[config.mk]
export PLATFORM = sky130hd
export DESIGN_NAME = alu_result_buffer_flat
export DESIGN_NICKNAME = d
export VERILOG_FILES = /design/src/rtl/alu_result_buffer_if.sv /design/src/rtl/alu_result_buffer.sv /design/src/flat_wrapper.sv
export SDC_FILE = /design/constraint.sdc
export NUM_CORES = 1
export LEC_CHECK = 0
export CAP_MARGIN = 20
export CORE_MARGIN = 8
export CORE_UTILIZATION = 54
export CTS_CLUSTER_SIZE = 40
export DETAILED_ROUTE_END_ITERATION = 8
export PLACE_DENSITY = 0.84
export RECOVER_POWER = 50
export SYNTH_ARGS = -nofsm -noshare
export SYNTH_HDL_FRONTEND = slang
export SYNTH_SLANG_ARGS = --single-unit
[constraint.sdc]
create_clock -name clk -period 2.64 [get_ports clk]
set_clock_uncertainty 0.15 [all_clocks]
set_input_delay 0.528 -clock clk [delete_from_list [all_inputs] [get_ports clk]]
set_output_delay 0.528 -clock clk [all_outputs]
set_load 0.01 [all_outputs]
[src/rtl/alu_result_buffer_if.sv]
// Handshake/data bundle between the ALU, the result buffer and its consumer.
// Purely wiring; carries no state and adds no latency.
// Backpressure is carried by in_ready (producer side) and out_ready (consumer side).
interface alu_result_buffer_if #(
  parameter int DATA_W = 32
);
  // producer side
  logic              in_valid;
  logic              in_ready;
  logic [DATA_W-1:0] Result;
  logic              Carry;
  logic              OverFlow;
  logic              Zero;
  logic              Negative;
  logic [3:0]        ALUControl;
  // consumer side
  logic              out_valid;
  logic              out_ready;
  logic [DATA_W-1:0] out_result;
  logic [3:0]        out_flags;
  logic [3:0]        out_op;

  // the buffer itself
  modport slave (
    input  in_valid, Result, Carry, OverFlow, Zero, Negative, ALUControl, out_ready,
    output in_ready, out_valid, out_result, out_flags, out_op
  );

  // whoever drives the buffer (ALU + consumer, or a bench)
  modport master (
    output in_valid, Result, Carry, OverFlow, Zero, Negative, ALUControl, out_ready,
    input  in_ready, out_valid, out_result, out_flags, out_op
  );
endinterface

[src/rtl/alu_result_buffer.sv]
// Small FIFO holding ALU result + flags + opcode, with sticky overflow and push counter.
// Latency: an entry pushed at edge k is presented after edge k (no same-cycle bypass).
// Backpressure: in_ready drops when full, independent of out_ready (no pass-through).
module alu_result_buffer #(
  parameter int DATA_W = 32,
  parameter int DEPTH  = 4,
  parameter int CNT_W  = 8
) (
  input  logic                     clk,
  input  logic                     rst_n,
  alu_result_buffer_if.slave       bus,
  output logic [$clog2(DEPTH):0]   level,
  output logic                     sticky_ovf,
  input  logic                     clr_sticky,
  output logic [CNT_W-1:0]         op_cnt
);
  localparam int PTR_W = $clog2(DEPTH);
  localparam int LVL_W = PTR_W + 1;

  logic [DATA_W-1:0] mem_result [DEPTH];
  logic [3:0]        mem_flags  [DEPTH];
  logic [3:0]        mem_op     [DEPTH];
  logic [PTR_W-1:0]  wr_ptr;
  logic [PTR_W-1:0]  rd_ptr;
  logic              push;
  logic              pop;

  // Handshakes come from registered occupancy only.
  assign bus.in_ready  = (level != LVL_W'(DEPTH));
  assign bus.out_valid = (level != '0);
  assign push          = bus.in_valid && bus.in_ready;
  assign pop           = bus.out_valid && bus.out_ready;

  // Storage write: data is sampled as-is, flags packed {N, Z, C, V}; no reset needed.
  always_ff @(posedge clk) begin
    if (push) begin
      mem_result[wr_ptr] <= bus.Result;
      mem_flags[wr_ptr]  <= {bus.Negative, bus.Zero, bus.Carry, bus.OverFlow};
      mem_op[wr_ptr]     <= bus.ALUControl;
    end
  end

  // Pointers wrap naturally since DEPTH is a power of two; level tracks occupancy.
  always_ff @(posedge clk or negedge rst_n) begin
    if (!rst_n) begin
      wr_ptr <= '0;
      rd_ptr <= '0;
      level  <= '0;
    end else begin
      if (push) wr_ptr <= wr_ptr + PTR_W'(1);
      if (pop)  rd_ptr <= rd_ptr + PTR_W'(1);
      case ({push, pop})
        2'b10:   level <= level + LVL_W'(1);
        2'b01:   level <= level - LVL_W'(1);
        default: level <= level;
      endcase
    end
  end

  // Status: overflow set beats a simultaneous clear; counter counts pushes only.
  always_ff @(posedge clk or negedge rst_n) begin
    if (!rst_n) begin
      sticky_ovf <= 1'b0;
      op_cnt     <= '0;
    end else begin
      if (push && bus.OverFlow) sticky_ovf <= 1'b1;
      else if (clr_sticky)      sticky_ovf <= 1'b0;
      if (push) op_cnt <= op_cnt + CNT_W'(1);
    end
  end

  // Head presentation, zeroed whenever nothing is valid.
  always_comb begin
    bus.out_result = '0;
    bus.out_flags  = '0;
    bus.out_op     = '0;
    if (bus.out_valid) begin
      bus.out_result = mem_result[rd_ptr];
      bus.out_flags  = mem_flags[rd_ptr];
      bus.out_op     = mem_op[rd_ptr];
    end
  end
endmodule
[src/flat_wrapper.sv]
// flat-port wrapper written by rule: the top's interface ports become plain ports
module alu_result_buffer_flat 
#(
  parameter int DATA_W = 32,
  parameter int DEPTH  = 4,
  parameter int CNT_W  = 8
)
  (clk, rst_n, level, sticky_ovf, clr_sticky, op_cnt, bus_in_valid, bus_Result, bus_Carry, bus_OverFlow, bus_Zero, bus_Negative, bus_ALUControl, bus_out_ready, bus_in_ready, bus_out_valid, bus_out_result, bus_out_flags, bus_out_op);
  alu_result_buffer_if #(.DATA_W(DATA_W)) bus_i ();
  input  logic clk;
  input  logic rst_n;
  output logic [$clog2(DEPTH):0] level;
  output logic sticky_ovf;
  input  logic clr_sticky;
  output logic [CNT_W-1:0] op_cnt;
  input wire logic [$bits(bus_i.in_valid)-1:0] bus_in_valid;
  input wire logic [$bits(bus_i.Result)-1:0] bus_Result;
  input wire logic [$bits(bus_i.Carry)-1:0] bus_Carry;
  input wire logic [$bits(bus_i.OverFlow)-1:0] bus_OverFlow;
  input wire logic [$bits(bus_i.Zero)-1:0] bus_Zero;
  input wire logic [$bits(bus_i.Negative)-1:0] bus_Negative;
  input wire logic [$bits(bus_i.ALUControl)-1:0] bus_ALUControl;
  input wire logic [$bits(bus_i.out_ready)-1:0] bus_out_ready;
  output wire logic [$bits(bus_i.in_ready)-1:0] bus_in_ready;
  output wire logic [$bits(bus_i.out_valid)-1:0] bus_out_valid;
  output wire logic [$bits(bus_i.out_result)-1:0] bus_out_result;
  output wire logic [$bits(bus_i.out_flags)-1:0] bus_out_flags;
  output wire logic [$bits(bus_i.out_op)-1:0] bus_out_op;
  assign bus_i.in_valid = bus_in_valid;
  assign bus_i.Result = bus_Result;
  assign bus_i.Carry = bus_Carry;
  assign bus_i.OverFlow = bus_OverFlow;
  assign bus_i.Zero = bus_Zero;
  assign bus_i.Negative = bus_Negative;
  assign bus_i.ALUControl = bus_ALUControl;
  assign bus_i.out_ready = bus_out_ready;
  assign bus_in_ready = bus_i.in_ready;
  assign bus_out_valid = bus_i.out_valid;
  assign bus_out_result = bus_i.out_result;
  assign bus_out_flags = bus_i.out_flags;
  assign bus_out_op = bus_i.out_op;
  alu_result_buffer #(.DATA_W(DATA_W), .DEPTH(DEPTH), .CNT_W(CNT_W)) u_core (.clk(clk), .rst_n(rst_n), .bus(bus_i), .level(level), .sticky_ovf(sticky_ovf), .clr_sticky(clr_sticky), .op_cnt(op_cnt));
endmodule
==> results by group <==
Layout
  • Area growth from synthesis to layout: 29.7%
  • # nets final: about 500
  • Design Area, Final: just under 9000 sq um
  • Most common cell after layout, fill and taps aside: edfxtp_1
  • # fillers: around 820
  • Layout cells sized above 1: 34.4%
  • Most frequent cells in the layout: edfxtp_1, dlygate4sd3_1, mux4_2

Timing
  • Setup TNS Final: -0.00956 ns
  • Final WS setup: -0.00614 ns
  • Max_slew headroom: roughly 51%
  • Final count of pins violating max slew: 0
  • Final worst-path cycle share: 100%
  • RSZ-0062 raised after global routing: yes
  • Setup violations, final: 3
  • Achievable Freq: approximately 380 MHz
  • Tmin final: 2.65 ns
  • Fin. Hold Viols: 0
  • Slew @ Worst Pin: approximately 0.73 ns

Logic synthesis
  • Post-Synth Adder-Cell Area: under 10%
  • Synthesized area: a little under 7000 sq um
  • Synth Area in Compound Gates: 0.146%
  • Synth Net Count: 376
  • Syn Inst Count: 324
  • Yosys top cell area share: between 60% and 70%
  • Seq/Total Area, Yosys: roughly 76%
  • Main combinational cell family by area after synthesis: multiplexers
  • Area leader, netlist: edfxtp_1
  • Post-synthesis mux area share: 13.7%
  • Area contributors post-synth: edfxtp_1, mux4_2, dfrtp_1, and2_1, ha_1
  • Post-Synth Simple-Gate Area: under 10%
  • Netlist cell types: 29
  • XOR/XNOR Fraction of Synth Area: ~1.7%
  • #FFs+latches synth: 176
  • Ys Warns: 0
  • Mean area per synthesized cell: about 21 sq um

Placement
  • Buffers on Ports: 98
  • Hpwl dp: 8620 um
  • Area after DPL: 8210 sq um
  • Placer Congestion: 0.723
  • Pre-CTS setup slack: 0.0544 ns

Routing
  • Drt wl/cell: ~21 um
  • Via/cell ratio: about 5.4
  • DR DRC count: 0
  • Vias post-DR: roughly 3,500
  • Routed WL: around 14,000 um
  • Antenna Nets Post-Route: 0
  • DR pass1 iterations: 4
  • 1st-iter DRT viols: 226

Critical path
  • Reg2Reg Setup Slack: ~0.060 ns
  • Critical path type: reg2out
  • Crit-path max FO: 6
  • Most frequent CP cell: buf_12
  • Worst path cell trace: buf_12 > buf_12 > buf_12 > mux4_2 > and2_4 > buf_6
  • Startpoint types: flip-flop
  • Worst-case reg-to-reg path depth: 10
  • Worst r2r dst: u_core.level[2]
  • Critical Path Sink Type: primary output
  • Slowest cell delay on critical path: 0.49 ns
  • WP data required: a little under 2 ns
  • Worst R2R Start: u_core.level[0]
  • Worst Path Arrival: between 1.5 and 2 ns
  • Critical Path Slowest Stage Cell: mux4_2

Global routing
  • Global-route wire length before repair: 21,300 um
  • Initial antenna violation count: 3
  • Grt ovf: 0
  • Vias in the first global route: 3,783
  • Total Routing Usage GR: between 10% and 20%
  • Largest net degree at the start of global routing: 31

CTS
  • TritonCTS clock tree: built
  • CTS max path bufs: 2
  • Hold Buf Count CTS: 0
  • Clock sinks: around 180
  • H-tree depth reported by CTS: 4
  • CTS buffer count: 17
  • Clock slew at reported path FFs: 0.06 ns
  • Root Driver: clkbuf_16
  • Worst skew pair latency: 0.42 ns

Status
  • Failing checks: negative setup slack
  • Status: complete, but fails checks

Floorplanning
  • Cell row count: 41
  • Die area: between 15,000 and 20,000 sq um
  • Core Region: about 13,000 sq um
  • Ports: 99
  • Initial Util: 54.9%
  • Die Span Y: ~130 um
  • Horiz. Die Dim: 129 um

Min path
  • Min-delay src: u_core.op_cnt[7]
  • Hold EP: u_core.op_cnt[7]
  • Hold Path Cell Cnt: 1
  • Min-delay worst type: reg2reg

Flow run
  • Max_cap viols: 0

Power
  • Maximum vdd drop: 0.645 mV
  • Leak pwr: about 3.2 nW
  • Cell Pwr Density: 1200 nW/um^2
report_power, final:
part / internal [W] / switching, W / total (W) / leakage [nW]
registers: 0.00370 / 0.000281 / 0.00399 / 1.66
clock network: 0.00147 / 0.000968 / 0.00244 / 0.279
logic: 0.00243 / 0.00185 / 0.00428 / 1.25
cells by family (layout without fill, tap and decap cells):
group                      count (synthesis)  in the layout
AOI/OAI and AO/OA                          1              1
xor gates and xnor gates                  13             13
adders and majority gates                  7              7
buffers and inverters                     24            168
DFF                                      176            176
muxes                                     43             43
other                                      0              2
and+or+nand+nor                           60             60
worst max path at each step:
stage                                 from            endpoint  slack (ns)  cells past startpoint
after floorplan            u_core.level[0]     u_core.level[2]        0.26                     11
after global placement    u_core.rd_ptr[0]  bus_out_result[31]        0.17                      4
after detailed placement      bus_in_valid     u_core.level[2]        0.05                      9
after CTS                 u_core.rd_ptr[0]   bus_out_result[4]       -0.03                      6
after global routing       u_core.level[2]     u_core.level[2]       -0.09                     10
final                     u_core.rd_ptr[0]   bus_out_result[5]      -0.006                      6
timing repair:
action                                  in CTS  in global routing
gates cloned                                 3                  0
gates resized for setup                    188                 16
setup buffers                               11                  1
endpoints found under the setup margin      41                 28
pin swaps                                    1                  4
area by class of cell:
class                   count  area (sq um)  share of cell area [%]
repair buffers            128          1310                    14.6
diodes                      2          5.00                  0.0561
well taps                 172           215                    2.41
inverters                   8          30.0                   0.337
multi-input cells         124          1580                    17.7
clock inverters            13           145                    1.63
flip-flops and latches    176          5210                    58.4
clock buffers              19           433                    4.85
synth_stat cells:
master    count
buf_6         3
dfrtp_1      16
nor3_1        1
ha_1          6
buf_2         5
and3_1        1
nor2_1        2
nand4_1       1
nor4b_1       1
nor3b_1       1
nand2_1       1
and2_4        1
mux2_4        2
edfxtp_1    160
xor2_1        7
xnor2_1       6
and3_2        4
a22o_2        1
inv_1         7
nand3_1       4
mux4_2       40
clkbuf_1      6
or3_1         1
mux2i_1       1
nor3b_4       1
inv_2         1
and2_1       41
buf_4         2
fa_1          1
sequential cells by signal, indices dropped and copies added (netlist names):
signal and flops:
u_core.mem_result 128, u_core.mem_flags 16, u_core.mem_op 16, u_core.op_cnt 8
u_core.level 3, u_core.rd_ptr 2, u_core.wr_ptr 2, u_core.sticky_ovf 1
stage by stage:
| step | power [W] | hold slack, ns | utilization [%] | instances |
|---|---|---|---|---|
| floorplan | 0.00611 | 0.0824 | - | 324 |
| finish | 0.0107 | 0.321 | 71.3 | 642 |
| CTS | 0.0108 | 0.323 | 71.6 | 642 |
| detailed placement | 0.00809 | 0.312 | 65.6 | 596 |
| global route | 0.0112 | 0.332 | 71.3 | 642 |
| global placement | 0.00795 | 0.307 | 65.6 | 596 |
worst max-delay path: cells and delay by family, from the launching register on:
family        cells  cell delay, ns
mux               1            0.49
flops             1            0.39
buf+inv           4            0.49
simple gates      1            0.16
routing by layer:
metal	vias to the layer above	GRT usage, %	share of wire, %
met5	-	0	0.073
met4	2	7.74	1.6
met3	18	6.33	8.0
met2	133	29.5	52
met1	1786	19.9	38
li1	1542	-	-
No activity file was read; power rests on OpenSTA's default activity.
